<file path="src/rtl/axi4_field_pkg.sv">
// Shared definitions for the AXI4 field reader: response codes and width helpers.
package axi4_field_pkg;

    // AXI read response codes used by this block.
    typedef enum logic [1:0] {
        RESP_OKAY   = 2'b00,
        RESP_SLVERR = 2'b10
    } resp_e;

    // Width of the field index; never narrower than one bit.
    function automatic int unsigned sel_width(input int unsigned data_w,
                                              input int unsigned field_w);
        int unsigned n;
        n = data_w / field_w;
        return (n <= 1) ? 1 : $clog2(n);
    endfunction

    // Packed width of one buffered result {field, id, resp}.
    function automatic int unsigned entry_width(input int unsigned field_w,
                                                input int unsigned id_w);
        return field_w + id_w + 2;
    endfunction

endpackage

</file>
<file path="src/rtl/axi4_resp_fifo.sv">
// Synchronous result FIFO with asynchronous active-low reset; head is zero when empty.
module axi4_resp_fifo #(
    parameter int unsigned WIDTH = 8,
    parameter int unsigned DEPTH = 4,
    localparam int unsigned AW    = $clog2(DEPTH),
    localparam int unsigned CNT_W = AW + 1
) (
    input  logic             clk,
    input  logic             resetn,
    input  logic             push,
    input  logic [WIDTH-1:0] wdata,
    input  logic             pop,
    output logic [WIDTH-1:0] rdata,
    output logic             full,
    output logic             empty,
    output logic [CNT_W-1:0] count
);

    logic [WIDTH-1:0] mem [DEPTH];
    logic [AW-1:0]    wr_ptr;
    logic [AW-1:0]    rd_ptr;
    logic [CNT_W-1:0] count_q;
    logic             push_ok;
    logic             pop_ok;

    assign full    = (count_q == CNT_W'(DEPTH));
    assign empty   = (count_q == '0);
    assign count   = count_q;
    assign push_ok = push && !full;
    assign pop_ok  = pop && !empty;
    assign rdata   = empty ? '0 : mem[rd_ptr];

    // Pointer and occupancy tracking; pointers wrap naturally at DEPTH (power of two).
    always_ff @(posedge clk or negedge resetn) begin
        if (!resetn) begin
            wr_ptr  <= '0;
            rd_ptr  <= '0;
            count_q <= '0;
        end else begin
            if (push_ok) wr_ptr <= wr_ptr + 1'b1;
            if (pop_ok)  rd_ptr <= rd_ptr + 1'b1;
            case ({push_ok, pop_ok})
                2'b10:   count_q <= count_q + 1'b1;
                2'b01:   count_q <= count_q - 1'b1;
                default: count_q <= count_q;
            endcase
        end
    end

    // Storage write; contents need no reset because the head is masked when empty.
    always_ff @(posedge clk) begin
        if (push_ok) mem[wr_ptr] <= wdata;
    end

endmodule

</file>
<file path="src/rtl/axi4_field_reader.sv">
// Selects a FIELD_W-bit field from src_word on each AR handshake and returns it
// in order on an R-style channel, flagging bad or unprivileged selects as SLVERR.
module axi4_field_reader
    import axi4_field_pkg::*;
#(
    parameter int unsigned DATA_W     = 8,
    parameter int unsigned FIELD_W    = 1,
    parameter int unsigned DEPTH      = 4,
    parameter int unsigned ID_W       = 4,
    parameter bit          PROT_CHECK = 1'b0,
    parameter logic [DATA_W/FIELD_W-1:0] PRIV_MASK = '0,
    parameter bit          VERBOSE    = 1'b0,
    localparam int unsigned NFIELD  = DATA_W / FIELD_W,
    localparam int unsigned SEL_W   = sel_width(DATA_W, FIELD_W),
    localparam int unsigned CNT_W   = $clog2(DEPTH) + 1,
    localparam int unsigned ENTRY_W = entry_width(FIELD_W, ID_W)
) (
    input  logic               clk,
    input  logic               resetn,
    input  logic               arvalid,
    output logic               arready,
    input  logic [SEL_W-1:0]   arsel,
    input  logic [ID_W-1:0]    arid,
    input  logic [2:0]         arprot,
    input  logic [DATA_W-1:0]  src_word,
    output logic               rvalid,
    input  logic               rready,
    output logic [FIELD_W-1:0] rdata,
    output logic [ID_W-1:0]    rid,
    output logic [1:0]         rresp,
    output logic [CNT_W-1:0]   count
);

    typedef struct packed {
        logic [FIELD_W-1:0] field;
        logic [ID_W-1:0]    id;
        resp_e              resp;
    } entry_t;

    logic               arready_q;
    logic               ar_hs;
    logic               r_hs;
    logic               fifo_full;
    logic               fifo_empty;
    logic [CNT_W-1:0]   fifo_count;
    logic [CNT_W-1:0]   cnt_next;
    logic               sel_hit;
    logic               sel_priv;
    logic [FIELD_W-1:0] sel_field;
    entry_t             push_entry;
    entry_t             head_entry;
    logic [ENTRY_W-1:0] head_word;
    logic               unused_prot;

    assign unused_prot = &{1'b0, arprot[2:1]};

    assign arready    = arready_q;
    assign ar_hs      = arvalid && arready_q && !fifo_full;
    assign r_hs       = !fifo_empty && rready;
    assign cnt_next   = fifo_count + CNT_W'(ar_hs) - CNT_W'(r_hs);
    assign head_entry = entry_t'(head_word);

    assign rvalid = !fifo_empty;
    assign rdata  = head_entry.field;
    assign rid    = head_entry.id;
    assign rresp  = head_entry.resp;
    assign count  = fifo_count;

    // Field mux: a loop over valid indices avoids slicing past DATA_W on out-of-range selects.
    always_comb begin
        sel_hit   = 1'b0;
        sel_priv  = 1'b0;
        sel_field = '0;
        for (int unsigned i = 0; i < NFIELD; i++) begin
            if (32'(arsel) == i) begin
                sel_hit   = 1'b1;
                sel_priv  = PRIV_MASK[i];
                sel_field = src_word[i*FIELD_W +: FIELD_W];
            end
        end
    end

    // Build the result entry: range check first, then privilege check.
    always_comb begin
        push_entry.field = '0;
        push_entry.id    = arid;
        push_entry.resp  = RESP_OKAY;
        if (!sel_hit) begin
            push_entry.resp = RESP_SLVERR;
        end else if (PROT_CHECK && sel_priv && !arprot[0]) begin
            push_entry.resp = RESP_SLVERR;
        end else begin
            push_entry.field = sel_field;
        end
    end

    // arready tracks the post-edge occupancy so a freed slot shows up one cycle after the pop.
    always_ff @(posedge clk or negedge resetn) begin
        if (!resetn) arready_q <= 1'b0;
        else         arready_q <= (cnt_next != CNT_W'(DEPTH));
    end

    axi4_resp_fifo #(
        .WIDTH (ENTRY_W),
        .DEPTH (DEPTH)
    ) u_fifo (
        .clk    (clk),
        .resetn (resetn),
        .push   (ar_hs),
        .wdata  (push_entry),
        .pop    (r_hs),
        .rdata  (head_word),
        .full   (fifo_full),
        .empty  (fifo_empty),
        .count  (fifo_count)
    );

    generate
        if (VERBOSE) begin : g_verbose
`ifndef SYNTHESIS
            // Simulation trace of every AR and R handshake.
            always_ff @(posedge clk) begin
                if (resetn && ar_hs)
                    $display("%m AR id=%0h sel=%0d resp=%0h", arid, arsel, push_entry.resp);
                if (resetn && r_hs)
                    $display("%m R  id=%0h data=%0h resp=%0h", rid, rdata, rresp);
            end
`endif
        end
    endgenerate

endmodule

</file>
<file path="config.mk">
export PLATFORM = sky130hd
export DESIGN_NAME = axi4_field_reader
export DESIGN_NICKNAME = d
export VERILOG_FILES = /design/src/rtl/axi4_field_pkg.sv /design/src/rtl/axi4_resp_fifo.sv /design/src/rtl/axi4_field_reader.sv
export SDC_FILE = /design/constraint.sdc
export NUM_CORES = 1
export LEC_CHECK = 0
export BUFFER_PORTS_ARGS = -buffer_cell sky130_fd_sc_hd__buf_2
export CORE_ASPECT_RATIO = 1.1
export CORE_UTILIZATION = 53
export DETAILED_ROUTE_END_ITERATION = 16
export GPL_TIMING_DRIVEN = 0
export HOLD_SLACK_MARGIN = 0.15
export PLACE_DENSITY = 0.76
export SETUP_SLACK_MARGIN = 0.2
export SYNTH_ARGS = -nofsm -noshare
export SYNTH_HDL_FRONTEND = slang
export SYNTH_SLANG_ARGS = --single-unit
</file>
<file path="constraint.sdc">
create_clock -name clk -period 2.9 [get_ports clk]
set_input_delay 0.145 -clock clk [delete_from_list [all_inputs] [get_ports clk]]
set_output_delay 0.145 -clock clk [all_outputs]
set_load 0.1 [all_outputs]
</file>
======== Word level (Yosys, flattened, before mapping) ========
Memory sizes are Yosys's and may differ from the RTL's.
Cells that the tools add are included.
storage, ports and cells
  bits in registers ....................... 8
  memory bits (writable) .................. 28
  bits of input ports ..................... 22
  output and inout port bits .............. 12
  logic and storage cells ................. 54
  memories ................................ 1
memory list
  name        depth  width  rd ports  clocked after memory_dff  wr ports  RTL line              source
  u_fifo.mem  4      7      1         0                         1         axi4_resp_fifo.sv:19  logic [WIDTH-1:0] mem [DEPTH];
cells by class
  $add $sub $neg .......................... 6
  eq/ne operators ......................... 11
  muxes and demuxes ....................... 22
  reduce and logical (&&, ||, !) cells .... 10
operators by type and width
  cell                   count
  $mux W1                19
  $eq A3 B3 Y1 const B   5
  $mux W7                1
  $eq A3 B2 Y1 const B   2
  $logic_not A3 Y1       2
  $pmux W3 S2            1
  $logic_and A1 B1 Y1    5
  $add A2 B1 Y2 const B  2
  $add A3 B1 Y3          1
  $add A3 B1 Y3 const B  1
  $eq A3 B1 Y1 const B   1
  $ne A3 B3 Y1 const B   1
  $sub A3 B1 Y3          1
  $sub A3 B1 Y3 const B  1
  $eq A2 B1 Y1 const B   1
  $eq A2 B2 Y1 const B   1
  $logic_not A1 Y1       2
  $mux W2                1
  $reduce_bool A2 Y1     1

======== Depth between registers and ports, before layout ========
  word-level depth ........................ 10
  depth in mapped cells ................... 9

======== Modules after synthesis ========
Synthesis repeated with hierarchy kept, for this count alone.
second synthesis, totals
  cells, all modules ...................... 102
  area total of the unflattened synthesis .. 1694.1 um^2
modules (own cells, without submodules)
  module             times used  cells an instance  area each (um^2)
  axi4_resp_fifo     1           83                 1491.4
  axi4_field_reader  1           19                 202.7

======== Worst setup path before layout ========
Ideal clock, no wire load.
  path kind ............................... register to output
  start ................................... reg u_fifo.count_q[2] (netlist: u_fifo.count[2])
  end ..................................... out rid[0]
  arrival time ............................ 2.693 ns
  data required time ...................... 2.755 ns
  setup slack ............................. 0.062 ns
  cell stages (with the launch flop) ...... 4
  path through ............................ dfrtp_1 > buf_4 > nor3_1 > nor2b_1
on the way
  cells in the longest elaborated chain, start to end .. 2
RTL lines
  item                    RTL line                 source
  from (decl)             axi4_resp_fifo.sv:22     logic [CNT_W-1:0] count_q;
  from (signal assigned)  axi4_resp_fifo.sv:43     2'b10: count_q <= count_q + 1'b1;
  from (signal assigned)  axi4_resp_fifo.sv:44     2'b01: count_q <= count_q - 1'b1;
  from (signal assigned)  axi4_resp_fifo.sv:45     default: count_q <= count_q;
  $logic_not A3 Y1        axi4_resp_fifo.sv:27     assign empty = (count_q == '0);
  $mux W7                 axi4_resp_fifo.sv:31     assign rdata = empty ? '0 : mem[rd_ptr];
  to (decl)               axi4_field_reader.sv:29  output logic [ID_W-1:0] rid,
No other way between the ends.

======== Worst setup path after layout ========
  start ................................... reg u_fifo.count_q[2] (netlist: u_fifo.count[2])
  end ..................................... out rdata
on the way
  cells in the longest elaborated chain, start to end .. 2
RTL lines
  item              RTL line                 source
  $logic_not A3 Y1  axi4_resp_fifo.sv:27
  $mux W7           axi4_resp_fifo.sv:31
  to (decl)         axi4_field_reader.sv:28  output logic [FIELD_W-1:0] rdata,
No other way between the ends.

==> flow_summary.toml <==
[status]
status = "completed"

[critical_path]
reg2regPathDepth = 9
critPathMaxFanout = 7
critPathLaunchType = "register"
cp-end-kind = "output port"
crit_end = "rdata"
worstPathRequired_ns = 2.76
critPathKind = "register to output port"
rr_endpoint = "arready$_DFF_PN0_"
timing.rr.start = "u_fifo.count[2]$_DFFE_PN0P_"
critPathArrivalTime_ns = 2.08
cp-startpoint = "u_fifo.count[2]$_DFFE_PN0P_"
reg2reg_slack_ns = 0.71

[cts]
cts_buffers = 5
h-tree-depth = 2
cts_tree = "done"
root_buffer = "clkbuf_4"
post_cts_buffers = 0
insertion_delay_ns = 0.32
clk_pin_slew_ns = 0.09
cts.path.max_buffers = 2
cts_sinks = 32

[yosys]
synthesis.area_mm2 = 0.00153
synth-seq-area-share_pct = 60.1
syn-mean-instance-area_um2 = 16.5
ys_warn_count = 0
synthTopCellsByArea = "edfxtp_1 47%, dfrtp_1 13%, mux4_2 8.8%, ha_1 5.7%, mux4_1 3.4%"
synth_cell_types = 23
synth_top_area_share_pct = 47.0
synth_seq_cells = 32
synth_cells = 93
yosysTopAreaCell = "edfxtp_1"

[timing]
maxSlewHeadroom_pct = 46.8
min_period_ns = 2.22
hold_violations = 0
fmax_mhz = 450
finalSetupTns_ns = 0
finalWorstSetupSlack_ns = 0.675
maxSlewViolCount = 0
skew_ns = 0.0129
tightest_slew_ns = 0.792
setup_viol = 0
rsz0062_at_grt = "no"
timing.final.crit_share_pct = 76.7

[routing]
viasPerCell = 5.11
wl_um = 2320
ant_nets = 0
drc = 0
vias = 879
drt-initial-drc-count = 20
dr.pass1.iters = 4
wl_per_cell_um = 13.5

[place]
dpl_cell_area_mm2 = 0.00173
place_inst = 159
io_buffers = 29
dp_slack_ns = 0.706
routabilityCongestion = 0.717
dp_hpwl_um = 1670

[finish]
drive_above_1_share_pct = 34.5
fillerInstances = 212
final_area_mm2 = 0.00184
diodes = 0
stdcell_count = 172
area_growth_pct = 20.2
nets = 169

[die]
die_area_mm2 = 0.00311
die_width_um = 53.3
core_area_mm2 = 0.00275
num_rows = 20
ioPinCount = 34
start_util_pct = 55.7
die_h_um = 58.4

[global_route]
grt_start_max_net_pins = 10
grt_pass1_wl_um = 3750
antenna_found_initial = 0
track_usage_pct = 18.2
grt_pass1_vias = 860
grt_overflow = 0

[hold_path]
hold_path.class = "input port to asynchronous set/reset pin"

[run]
maxCapViolations = 0
layout make-up:
| type | instances | area [um^2] | share of cell area [%] |
|---|---|---|---|
| repair buffers | 34 | 195 | 10.6 |
| clock buffers | 8 | 58.8 | 3.19 |
| flip-flops and latches | 32 | 921 | 50.0 |
| well taps | 33 | 41.3 | 2.24 |
| multi-input cells | 52 | 567 | 30.8 |
| plain buffers | 4 | 26.3 | 1.43 |
| inverters | 9 | 33.8 | 1.83 |
cells in the final DEF, fill, tap and decap left out:
cell type	netlist	layout
inv_1	8	8
inv_2	1	1
fa_1	2	2
nor3_1	1	1
and2b_1	4	4
nor2_1	2	2
buf_4	3	3
buf_2	0	29
a31oi_4	1	1
ha_1	7	7
clkbuf_8	0	1
edfxtp_1	24	24
nor2b_1	2	2
clkbuf_1	1	3
dlygate4sd3_1	0	5
xnor2_1	4	4
mux2_2	2	2
mux4_1	2	2
dfrtp_1	8	8
mux4_2	6	6
mux2i_1	1	1
xor2_1	4	4
nand2_1	3	3
and2_1	4	4
clkbuf_4	0	5
conb_1	1	5
o31a_1	2	2
per-layer routing:
metal  share of wire, %  GRT usage [%]
met1                 43           20.9
met2                 49           30.0
met3                5.7           6.98
met4                1.9           7.89
met5                  0              0
registers in the layout, summed over array words and instances (netlist names):
name and cells:
arready 1, u_fifo.count 3, u_fifo.mem 24, u_fifo.rd_ptr 2, u_fifo.wr_ptr 2
synth_stat cells:
cell type and n:
and2_1 4, and2b_1 4, a31oi_4 1, xor2_1 4
nor2_1 2, edfxtp_1 24, mux2i_1 1, o31a_1 2
nor3_1 1, nor2b_1 2, buf_4 3, nand2_1 3
ha_1 7, clkbuf_1 1, mux2_2 2, inv_2 1
dfrtp_1 8, mux4_1 2, inv_1 8, xnor2_1 4
mux4_2 6, conb_1 1, fa_1 2
through the flow:
stage / hold WS, ns / utilization (%)
after floorplan: -0.151 / -
after global placement: -0.00147 / 63.0
after detailed placement: 0.00212 / 63.0
after CTS: 0.173 / 67.0
after global routing: 0.176 / 67.0
final: 0.202 / 67.0
what timing repair did:
action	4_1_cts	5_1_grt
resized for setup	0	0
hold buffers	5	0
hold endpoints to repair	24	0
worst max-delay path, stage by stage, from the launching register on:
cell and delay, ns:
dfrtp_1 0.38, buf_4 0.16, nor3_1 0.66, and2b_1 0.27, buf_2 0.28
cells by family after synthesis:
kind of cell,Yosys count,synth area share [%]
flip-flops,32,60.1
adder cells (fa/ha/maj),9,8.33
multiplexers,11,14.4
AO/OA/AOI/OAI,3,2.53
XOR/XNOR,8,4.57
buffers and inverters,13,3.92
AND/OR/NAND/NOR,16,5.96
other,1,0.245
worst min path at each step:
stage           start                           end  slack (ns)
6_report       resetn             arready$_DFF_PN0_        0.20
3_3_place_gp   resetn   u_fifo.count[2]$_DFFE_PN0P_      -0.001
2_1_floorplan  resetn             arready$_DFF_PN0_       -0.15
4_1_cts        resetn  u_fifo.wr_ptr[1]$_DFFE_PN0P_        0.17
3_5_place_dp   resetn  u_fifo.rd_ptr[0]$_DFFE_PN0P_       0.002
5_1_grt        resetn             arready$_DFF_PN0_        0.18
Power is left out: the tool's default activity adds up to more than one toggle a clock period on the data nets, which glitch-free logic cannot reach.
